## config.mk

```make
export PLATFORM = sky130hd
export DESIGN_NAME = router_ctrl
export DESIGN_NICKNAME = d
export VERILOG_FILES = /design/src/rtl/router_ctrl.sv
export SDC_FILE = /design/constraint.sdc
export NUM_CORES = 1
export LEC_CHECK = 0
export CAP_MARGIN = 10
export CORE_ASPECT_RATIO = 1.25
export CORE_MARGIN = 2
export CORE_UTILIZATION = 45
export DETAILED_ROUTE_END_ITERATION = 7
export PLACE_DENSITY_LB_ADDON = 0.15
export SLEW_MARGIN = 40
export SYNTH_ARGS = -nofsm -noshare
export SYNTH_HDL_FRONTEND = slang
export SYNTH_SLANG_ARGS = --single-unit
```

## constraint.sdc

```tcl
create_clock -name clk -period 2.1 [get_ports clk]
set_input_delay 0.42 -clock clk [delete_from_list [all_inputs] [get_ports clk]]
set_output_delay 0.42 -clock clk [all_outputs]
set_load 0.005 [all_outputs]
```

## src/rtl/router_ctrl.sv

```systemverilog
// Ingress controller of the 1x3 router: packet parse, FIFO steering, lfd sequencing, read watchdogs.
// Optional parity checking is compiled in with `define PARITY_CHECK_EN; otherwise err is tied low.
module router_ctrl #(
    parameter int TIMEOUT = 30,
    parameter int TMR_W   = 5
) (
    input  logic       clk,
    input  logic       reset_n,
    input  logic       pkt_valid,
    input  logic [7:0] data_in,
    input  logic [2:0] fifo_full,
    input  logic [2:0] fifo_empty,
    input  logic [2:0] read_enb,
    output logic [2:0] write_enb,
    output logic [7:0] data_out,
    output logic       lfd_state,
    output logic       busy,
    output logic [2:0] vld_out,
    output logic [2:0] soft_reset,
    output logic       err,
    output logic       drop
);

    typedef enum logic [2:0] {
        DECODE, WAIT_EMPTY, LFD, HDR_WR, LOAD_DATA, CHECK, DROP
    } state_t;

    localparam logic [TMR_W-1:0] TMR_LAST = TMR_W'(TIMEOUT - 1);

    state_t                   state_reg;
    logic [7:0]               hdr_reg;
    logic [1:0]               addr_reg;
    logic [2:0][TMR_W-1:0]    tmr_reg;
    logic [2:0][TMR_W-1:0]    tmr_next;
    logic [2:0]               fire;
    logic [3:0]               full_ext;
    logic [3:0]               empty_ext;
    logic [3:0]               fire_ext;
    logic [2:0]               addr_onehot;
    logic                     in_pkt;
    logic                     abort;
    logic                     cur_full;

    assign vld_out     = ~fifo_empty;
    assign lfd_state   = (state_reg == LFD);

    // Address 3 is never steered anywhere; the extra bit keeps every index in range.
    assign full_ext    = {1'b0, fifo_full};
    assign empty_ext   = {1'b0, fifo_empty};
    assign fire_ext    = {1'b0, fire};
    assign addr_onehot = 3'b001 << addr_reg;
    assign cur_full    = full_ext[addr_reg];

    assign in_pkt = (state_reg == WAIT_EMPTY) || (state_reg == LFD) ||
                    (state_reg == HDR_WR)     || (state_reg == LOAD_DATA);
    assign abort  = in_pkt && fire_ext[addr_reg];

    generate
        for (genvar gi = 0; gi < 3; gi++) begin : g_wdog
            assign fire[gi]     = vld_out[gi] && !read_enb[gi] && (tmr_reg[gi] == TMR_LAST);
            assign tmr_next[gi] = (read_enb[gi] || !vld_out[gi] || fire[gi]) ?
                                  '0 : tmr_reg[gi] + 1'b1;
        end
    endgenerate

    always_ff @(posedge clk) begin
        if (!reset_n) begin
            tmr_reg    <= '0;
            soft_reset <= '0;
        end else begin
            tmr_reg    <= tmr_next;
            soft_reset <= fire;
        end
    end

    always_comb begin
        write_enb = 3'b000;
        data_out  = 8'h00;
        busy      = 1'b0;
        case (state_reg)
            WAIT_EMPTY, LFD, CHECK: busy = 1'b1;
            HDR_WR: begin
                busy     = 1'b1;
                data_out = hdr_reg;
                if (!abort && !cur_full)
                    write_enb = addr_onehot;
            end
            LOAD_DATA: begin
                busy     = cur_full;
                data_out = data_in;
                if (!abort && !cur_full)
                    write_enb = addr_onehot;
            end
            default: ;
        endcase
    end

    always_ff @(posedge clk) begin
        if (!reset_n) begin
            state_reg <= DECODE;
            hdr_reg   <= 8'h00;
            addr_reg  <= 2'b00;
            drop      <= 1'b0;
        end else begin
            drop <= 1'b0;
            if (abort) begin
                // A stalled reader kills the packet; the rest of it is swallowed in DROP.
                drop      <= 1'b1;
                state_reg <= pkt_valid ? DROP : DECODE;
            end else begin
                case (state_reg)
                    DECODE: begin
                        if (pkt_valid) begin
                            hdr_reg  <= data_in;
                            addr_reg <= data_in[1:0];
                            if (data_in[1:0] == 2'd3) begin
                                drop      <= 1'b1;
                                state_reg <= DROP;
                            end else if (empty_ext[data_in[1:0]]) begin
                                state_reg <= LFD;
                            end else begin
                                state_reg <= WAIT_EMPTY;
                            end
                        end
                    end
                    WAIT_EMPTY: if (empty_ext[addr_reg]) state_reg <= LFD;
                    LFD:        state_reg <= HDR_WR;
                    HDR_WR:     state_reg <= LOAD_DATA;
                    LOAD_DATA:  if (!cur_full && !pkt_valid) state_reg <= CHECK;
                    CHECK:      state_reg <= DECODE;
                    DROP:       if (!pkt_valid) state_reg <= DECODE;
                    default:    state_reg <= DECODE;
                endcase
            end
        end
    end

`ifdef PARITY_CHECK_EN
    logic [7:0] parity_reg;
    logic [7:0] rx_par_reg;

    always_ff @(posedge clk) begin
        if (!reset_n) begin
            parity_reg <= 8'h00;
            rx_par_reg <= 8'h00;
            err        <= 1'b0;
        end else begin
            if (state_reg == DECODE && pkt_valid)
                err <= 1'b0;
            if (state_reg == HDR_WR)
                parity_reg <= hdr_reg;
            // Bytes are only folded in on cycles they are actually written.
            if (state_reg == LOAD_DATA && !cur_full) begin
                if (pkt_valid)
                    parity_reg <= parity_reg ^ data_in;
                else
                    rx_par_reg <= data_in;
            end
            if (state_reg == CHECK)
                err <= (parity_reg != rx_par_reg);
        end
    end
`else
    assign err = 1'b0;
`endif

endmodule

```

# Word level (Yosys, flattened, before mapping)

Cells that the tools add are included.

Register bits: 32
Latch bits: 0
Bits in writable memories: 0
Bits in read-only memories: 0
Logic and storage cells: 91
Memories kept: 0

Add/sub/neg operators: 3
$mul: 0
Divide/modulo/power cells: 0
Magnitude comparators: 2
Equality and inequality tests: 14
Shift operators: 1
Multiplexer cells: 25
Bitwise gates (word level): 3
Reduce and logical (&&, ||, !) cells: 35

Operator list:

| cell                                                                         | count |
|---|---|
| 3-bit 2-to-1 mux                                                             | 9 |
| 3-bit case mux with 6 select lines                                           | 1 |
| 8-bit case mux with 2 select lines                                           | 1 |
| 5-bit by 1-bit adder with 5-bit output, second input constant                | 3 |
| 5-bit == test, second input constant                                         | 3 |
| 3-bit == test, second input constant                                         | 3 |
| 1-bit logical AND                                                            | 9 |
| 1-bit zero test                                                              | 9 |
| 1-bit logical OR                                                             | 9 |
| 1-bit binary-select mux with 2-bit select                                    | 4 |
| 1-bit 2-to-1 mux                                                             | 8 |
| 2-bit OR reduction                                                           | 4 |
| 3-bit by 2-bit == test with 1-bit output, second input constant              | 2 |
| 2-bit by 3-bit less-than comparator with 1-bit output, second input constant | 2 |
| 3-bit by 2-bit != test with 1-bit output, second input constant              | 2 |
| 3-bit != test, second input constant                                         | 2 |
| 4-bit AND reduction                                                          | 1 |
| 4-bit OR reduction                                                           | 1 |
| 3-bit by 1-bit == test with 1-bit output, second input constant              | 1 |
| 3-bit zero test                                                              | 1 |
| 3-bit NOT                                                                    | 1 |
| 3-bit AND reduction                                                          | 1 |
| 1-bit by 2-bit left shift with 3-bit output, first input constant            | 1 |
| 2-bit == test, second input constant                                         | 1 |
| other kinds (3)                                                              | 4 |

# Longest topological paths before layout

Gate-level depths: netlist (run 1).

Depth in word-level cells: 10
Mapped depth: 7
Depth with buffers taken out: 7

# Worst setup path before layout (run 1)

Ideal clock, no wire load.

Kind: reg-to-output
From: register tmr_reg[5] (netlist name)
To: output port write_enb[2]
Data arrival time: 1.373 ns
Data required time: 1.680 ns
Slack: 0.307 ns
Stages on the path, launching flop included: 7
Buffers on the path: 0
Path through: dfxtp_1 -> ha_1 -> nand4_1 -> o41ai_2 -> and4_4 -> nor4_2 -> and2_1

Longest elaborated chain between the ends: 9

Ends and longest elaborated chain:

| what                                      | line   | RTL |
|---|---|---|
| from (decl)                               | 33     | `logic [2:0][TMR_W-1:0] tmr_reg;` |
| from (signal assigned)                    | 71     | `tmr_reg <= tmr_next;` |
| 5-bit == test                             | 60     | `assign fire[gi] = vld_out[gi] && !read_enb[gi] && (tmr_reg[gi] == TMR_LAST);` |
| 1-bit logical AND                         | 60     |  |
| 1-bit binary-select mux with 2-bit select | 56     | `assign abort = in_pkt && fire_ext[addr_reg];` |
| 1-bit 2-to-1 mux (implied by the code)    | 56     |  |
| 1-bit logical AND                         | 56     |  |
| 1-bit zero test                           | 85, 91 |  |
| 1-bit logical AND                         | 85, 91 |  |
| 3-bit 2-to-1 mux                          | 85, 91 |  |
| 3-bit 2-to-1 mux                          | n/a    |  |
| to (decl)                                 | 14     | `output logic [2:0] write_enb,` |

Every way passes these cells. The select of a mux whose other input is x is not followed.

# Final worst setup path (run 1)

From: register tmr_reg[11] (netlist name)
To: output port write_enb[0]

Same word-level chain as after synthesis.

==> impl_metrics.py, run 1 <==
metrics = {
    "final_layout": {
        "final_cell_mix": "buf_4, nor2_1, clkdlybuf4s50_1, nand2_1, dfxtp_1",
        "area_growth_syn_to_layout_pct": 58.3,
        "final_common_cell": "buf_4",
        "largest_reg_flops": 15,
        "fillCellCount": 276,
        "final_area_um2": 2480,
        "n_antenna_cell": 0,
        "drive_gt1_frac": 0.302,
        "fin_nets": 293,
        "final_cell_count_no_fill": 307,
    },
    "yosys": {
        "synth.largest_area_cell": "dfxtp_1",
        "synth_warnings": 0,
        "synthCells": 186,
        "ys_top_cells_by_area": "dfxtp_1, nor2_1, nand2_1",
        "ys_seq_elements": 30,
        "synth_area_per_cell_um2": 8.44,
        "synth-async-reset-ratio": 0,
        "synth_cell_types": 40,
        "syn-num-nets": 212,
        "ys.flop_type": "dfxtp_1",
        "synth_edf_count": 0,
        "yosys.area.top_type_share": 0.383,
        "syn_area_um2": 1570,
        "synth.yosys.seq_area_share": 0.383,
    },
    "timing": {
        "worst_slew_pin_slew_ns": 0.565,
        "maxSlewViolCount": 0,
        "setup_viol": 3,
        "fin_crit_sh": 1.07,
        "tns_ns": -0.380,
        "hold_ws_ns": 0.459,
        "hold_viol": 0,
        "maxSlewHeadroom": 0.622,
        "max_freq_ghz": 0.446,
        "fin_crit_ns": 2.24,
        "fin_worst_skew_ns": 0.00436,
        "finalWorstSetupSlack_ns": -0.142,
        "rsz0062_at_grt": "yes",
    },
    "detailed_routing": {
        "finalWirelength_um": 4210,
        "vias": 1609,
        "postRouteAntennaNets": 0,
        "dr.pass1.iters": 4,
        "dr.first_iter.drc_count": 85,
        "wl_per_cell_um": 13.7,
        "route.detailed.drc": 0,
        "via_per_inst": 5.24,
    },
    "floorplan": {
        "die_area_um2": 3980,
        "die_h_um": 70.0,
        "rows": 24,
        "start_util": 0.458,
        "die_x_um": 56.8,
        "core_um2": 3420,
        "ios": 41,
    },
    "placement": {
        "gp_congestion": 0.851,
        "dp_cells": 294,
        "portBuffers": 39,
        "dp_hpwl_um": 3100,
        "placed_area_um2": 2240,
    },
    "pwr": {
        "power_density_nw_per_um2": 980,
        "p_leak_nw": 1.08,
        "ir_drop_mv": 0.729,
        "finalPower_mw": 2.43,
    },
    "outcome": {
        "violations": "setup timing",
        "status": "finished, violations left",
    },
    "worst_setup_path": {
        "r2r_slack_ns": 0.45,
        "cp.required_ns": 1.68,
        "start_kind": "register",
        "slowest_delay_ns": 0.32,
        "worstPathCellList": "inv_2 > ha_4 > nand4_1 > o31ai_2 > and4_4 > nor4_4 > nor2b_2 > buf_2",
        "r2r_end": "state_reg[2]",
        "cp-end-kind": "output pin",
        "rr_worst_depth": 9,
        "arrival_ns": 1.82,
        "path_max_fanout": 2,
        "cpMaxStageDelayCell": "dfxtp_2",
        "rr_startpoint": "tmr_reg[11]",
        "startpoint": "tmr_reg[11]",
        "critPathKind": "register to output pin",
    },
    "global_routing": {
        "grt_pass1_vias": 1601,
        "grt_pass1_wl_um": 7170,
        "grt_use_total": 0.227,
        "grt_overflow": 0,
        "grt_start_max_net_pins": 17,
        "antenna_found_initial": 0,
    },
    "clock_network": {
        "cts-root-buf": "clkbuf_8",
        "clk_path_buf_depth": 2,
        "htree_num_levels": 2,
        "cts_sinks": 30,
        "cts_buffers": 5,
        "clk_latency_ns": 0.28,
        "clkTransAtPathRegs_ns": 0.07,
        "cts_tree": "yes",
    },
    "min_path": {
        "hold_path_depth": 2,
        "hp-class": "register to register",
        "min_from": "hdr_reg[7]",
        "hold_path_end": "hdr_reg[7]",
    },
    "job": {
        "max_cap_violations": 0,
    },
}
report_power, final:
| part | leakage [nW] | switching, mW | internal [mW] | total [mW] |
|---|---|---|---|---|
| registers | 0.247 | 0.0786 | 0.648 | 0.726 |
| clock network | 0.0714 | 0.224 | 0.506 | 0.730 |
| logic | 0.758 | 0.457 | 0.520 | 0.977 |
| total | 1.08 | 0.759 | 1.67 | 2.43 |
timing repair:
action | in CTS | in global routing
resized for setup | 40 | 10
endpoints found under the setup margin | 12 | 4
buffers inserted | 4 | 1
hold buffers | 0 | 0
pin swaps | 5 | 3
cell usage after synthesis (all sizes together) (2+ instances only):
cell type  instances
xnor2              4
a21oi              4
xor2               6
ha                 6
dfxtp             30
o21ai              3
and2               3
nand4              4
nand2             24
nor2b              3
mux2i              4
nand3             11
inv                7
a21boi             9
nand2b             2
a31oi              2
nor3               3
clkbuf             3
buf                7
a22o               8
o31ai              2
nor2              30
layer usage:
layer | part of all wire | wire [um] | track usage
met1 | 0.39 | 1650 | 0.266
met2 | 0.54 | 2280 | 0.401
met3 | 0.049 | 206 | 0.0481
met4 | 0.017 | 70 | 0.0827
met5 | 0 | 0 | 0
how the worst max path moves through the flow:
stage	to	slack [ns]	cells past startpoint
2_1_floorplan	write_enb[2]	0.31	6
3_3_place_gp	write_enb[2]	-0.51	6
5_1_grt	write_enb[0]	-0.22	8
3_5_place_dp	write_enb[2]	-0.52	6
4_1_cts	write_enb[2]	-0.24	8
6_report	write_enb[0]	-0.14	8
metrics by stage:
stage                util  setup slack, ns
finish              0.726           -0.142
CTS                 0.714           -0.236
global route        0.726           -0.223
floorplan               -            0.307
detailed placement  0.656           -0.525
global placement    0.656           -0.509
kinds of logic after synthesis:
kind of cell,after synthesis,synth area share
adders and majority gates,6,0.0478
AOI/OAI and AO/OA,34,0.169
and+or+nand+nor,84,0.259
other,1,0.00239
muxes,4,0.0255
buffers and inverters,17,0.0574
DFF,30,0.383
xor gates and xnor gates,10,0.0558
cell type report:
type / count / area (um^2) / area share
inverters: 7 / 26.3 / 0.0106
repair buffers: 84 / 712 / 0.287
clock inverters: 2 / 60.1 / 0.0242
multi-input cells: 139 / 940 / 0.378
flip-flops and latches: 30 / 614 / 0.247
well taps: 39 / 48.8 / 0.0196
clock buffers: 6 / 82.6 / 0.0332
worst max-delay path, delay by kind of cell (launching register included):
kind	cells	cell delay [ns]
flops	1	0.32
fa+ha+maj	1	0.11
buf+inv	2	0.18
compound gates	1	0.31
simple gates	4	0.62
Note: power is estimated with default switching activity, not from simulation.
==> inputs of run 2 (changes only) <==
- CORE_MARGIN: 2 -> not set
==> run 2 against run 1 <==
- the flow still finishes with violations (setup timing)
- non-clock buffer count increased by 3
- combinational power increased by 8%
- largest power group unchanged
- highest routed layer unchanged
- utilization grew 6.1 points
==> impl_metrics.py, run 2 (synthesized netlist as in run 1, its figures left out) <==
metrics = {
    "final_layout": {
        "drive_gt1_frac": 0.314,
        "fin_nets": 296,
        "n_antenna_cell": 0,
        "fillCellCount": 223,
        "final_area_um2": 2560,
        "multi_input_area_um2": 960,
        "area_growth_syn_to_layout_pct": 63.1,
        "largest_reg_flops": 15,
        "seq_area_um2": 616,
        "final_common_cell": "buf_4",
        "final_cell_mix": "buf_4, nor2_1, clkdlybuf4s50_1, nand2_1, dfxtp_1",
    },
    "pwr": {
        "finalPower_mw": 2.52,
        "p_leak_nw": 1.09,
        "power_density_nw_per_um2": 984,
        "ir_drop_mv": 0.769,
    },
    "detailed_routing": {
        "postRouteAntennaNets": 0,
        "via_per_inst": 5.24,
        "vias": 1613,
        "wl_per_cell_um": 14.2,
        "dr.first_iter.drc_count": 41,
        "finalWirelength_um": 4380,
        "route.detailed.drc": 0,
        "dr.pass1.iters": 5,
    },
    "floorplan": {
        "rows": 23,
        "core_um2": 3250,
        "ios": 41,
        "die_x_um": 54.8,
        "die_area_um2": 3730,
        "start_util": 0.482,
        "die_h_um": 68.0,
    },
    "clock_network": {
        "clk_path_buf_depth": 2,
        "cts-root-buf": "clkbuf_8",
        "clk_latency_ns": 0.28,
        "cts_buffers": 5,
        "cts_sinks": 30,
        "htree_num_levels": 2,
        "clkTransAtPathRegs_ns": 0.07,
        "cts_tree": "yes",
    },
    "worst_setup_path": {
        "r2r_slack_ns": 0.24,
        "start_kind": "primary input",
        "critPathKind": "primary input to output pin",
        "cp.required_ns": 1.68,
        "worstPathCellList": "clkdlybuf4s50_1 > o41ai_4 > and4_4 > nor4_4 > and2_1 > buf_2",
        "rr_worst_depth": 10,
        "arrival_ns": 1.84,
        "cp-end-kind": "output pin",
        "path_max_fanout": 2,
        "critical_path_buf_inv_count": 2,
        "r2r_end": "state_reg[1]",
        "slowest_delay_ns": 0.47,
        "cpMaxStageDelayCell": "clkdlybuf4s50_1",
        "critPathTopFamily": "buffers and inverters",
        "rr_startpoint": "tmr_reg[6]",
    },
    "min_path": {
        "min_from": "hdr_reg[4]",
        "hold_path_depth": 2,
        "hold_path_end": "hdr_reg[4]",
        "hp-class": "register to register",
    },
    "global_routing": {
        "grt_pass1_vias": 1602,
        "grt_start_max_net_pins": 14,
        "grt_pass1_wl_um": 6840,
        "grt_overflow": 0,
        "antenna_found_initial": 0,
        "grt_use_total": 0.257,
    },
    "timing": {
        "fin_crit_ns": 2.26,
        "rsz0062_at_grt": "yes",
        "max_freq_ghz": 0.442,
        "hold_viol": 0,
        "fin_worst_skew_ns": 0.00614,
        "fin_crit_sh": 1.08,
        "finalWorstSetupSlack_ns": -0.164,
        "setup_viol": 3,
        "maxSlewViolCount": 0,
    },
    "placement": {
        "portBuffers": 39,
        "dp_hpwl_um": 3030,
        "placed_area_um2": 2210,
        "gp_congestion": 0.826,
        "place_ws_ns": -0.517,
    },
    "outcome": {
        "status": "finished, violations left",
        "violations": "setup timing",
    },
    "job": {
        "max_cap_violations": 0,
    },
}
## run 2: cell types whose count changed in the layout (fill, tap and decap cells not counted), sizes merged
cell / delta
buf: +2
dlygate4sd2: -4
clkdlybuf4s15: +5
## run 2: how the worst max path moves through the flow
stage,startpoint,endpoint,slack [ns],depth (start not counted)
floorplan,tmr_reg[5],write_enb[2],0.31,6
global placement,read_enb[1],write_enb[2],-0.50,6
detailed placement,read_enb[1],write_enb[2],-0.52,6
CTS,tmr_reg[6],write_enb[2],-0.23,8
global route,hdr_reg[1],write_enb[0],-0.23,6
finish,fifo_empty[1],write_enb[2],-0.16,6
## run 2: per-layer routing
metal  vias to the layer above  wire, um  track usage
met5                         -         0            0
met4                         0        51       0.0962
met3                         5       130       0.0556
met2                        31      2490        0.480
met1                       770      1700        0.267
li1                        807         -            -
## run 2: layout make-up
class	count	share of cell area
Multi-Input combinational cell	139	0.375
Timing Repair Buffer	87	0.300
Sequential cell	30	0.241
Clock buffer	6	0.0323
Clock inverter	2	0.0235
Tap cell	37	0.0181
Inverter	7	0.0103
## run 2: what timing repair did
item                                    CTS  global route
endpoints found under the setup margin   12             9
resized for setup                        43            17
cloned                                    1             0
hold buffers                              0             0
buffers inserted                          8             3
pin swaps                                 7             3
## run 2: worst register-to-register path: stages, from the launching register on
cell and delay (ns):
dfxtp_2 0.32, inv_2 0.05, ha_4 0.11, nand4_1 0.14, o41ai_4 0.27, buf_4 0.16, buf_4 0.09, buf_4 0.09
nand4_1 0.21, a21oi_1 0.24, a41o_1 0.11
## run 2: per-stage QoR
stage	std cells	utilization	hold slack, ns	TNS, ns
3_5_place_dp	288	0.680	0.449	-1.85
2_1_floorplan	186	-	0.433	0
5_1_grt	308	0.787	0.480	-0.644
3_3_place_gp	288	0.680	0.440	-1.74
4_1_cts	305	0.763	0.459	-0.664
6_report	308	0.787	0.460	-0.455
## run 2: report_power, final
part	total, mW	internal (mW)	switching [mW]
sequential	0.730	0.651	0.0789
combinational	1.06	0.564	0.493
clock	0.731	0.506	0.225
total	2.52	1.72	0.798
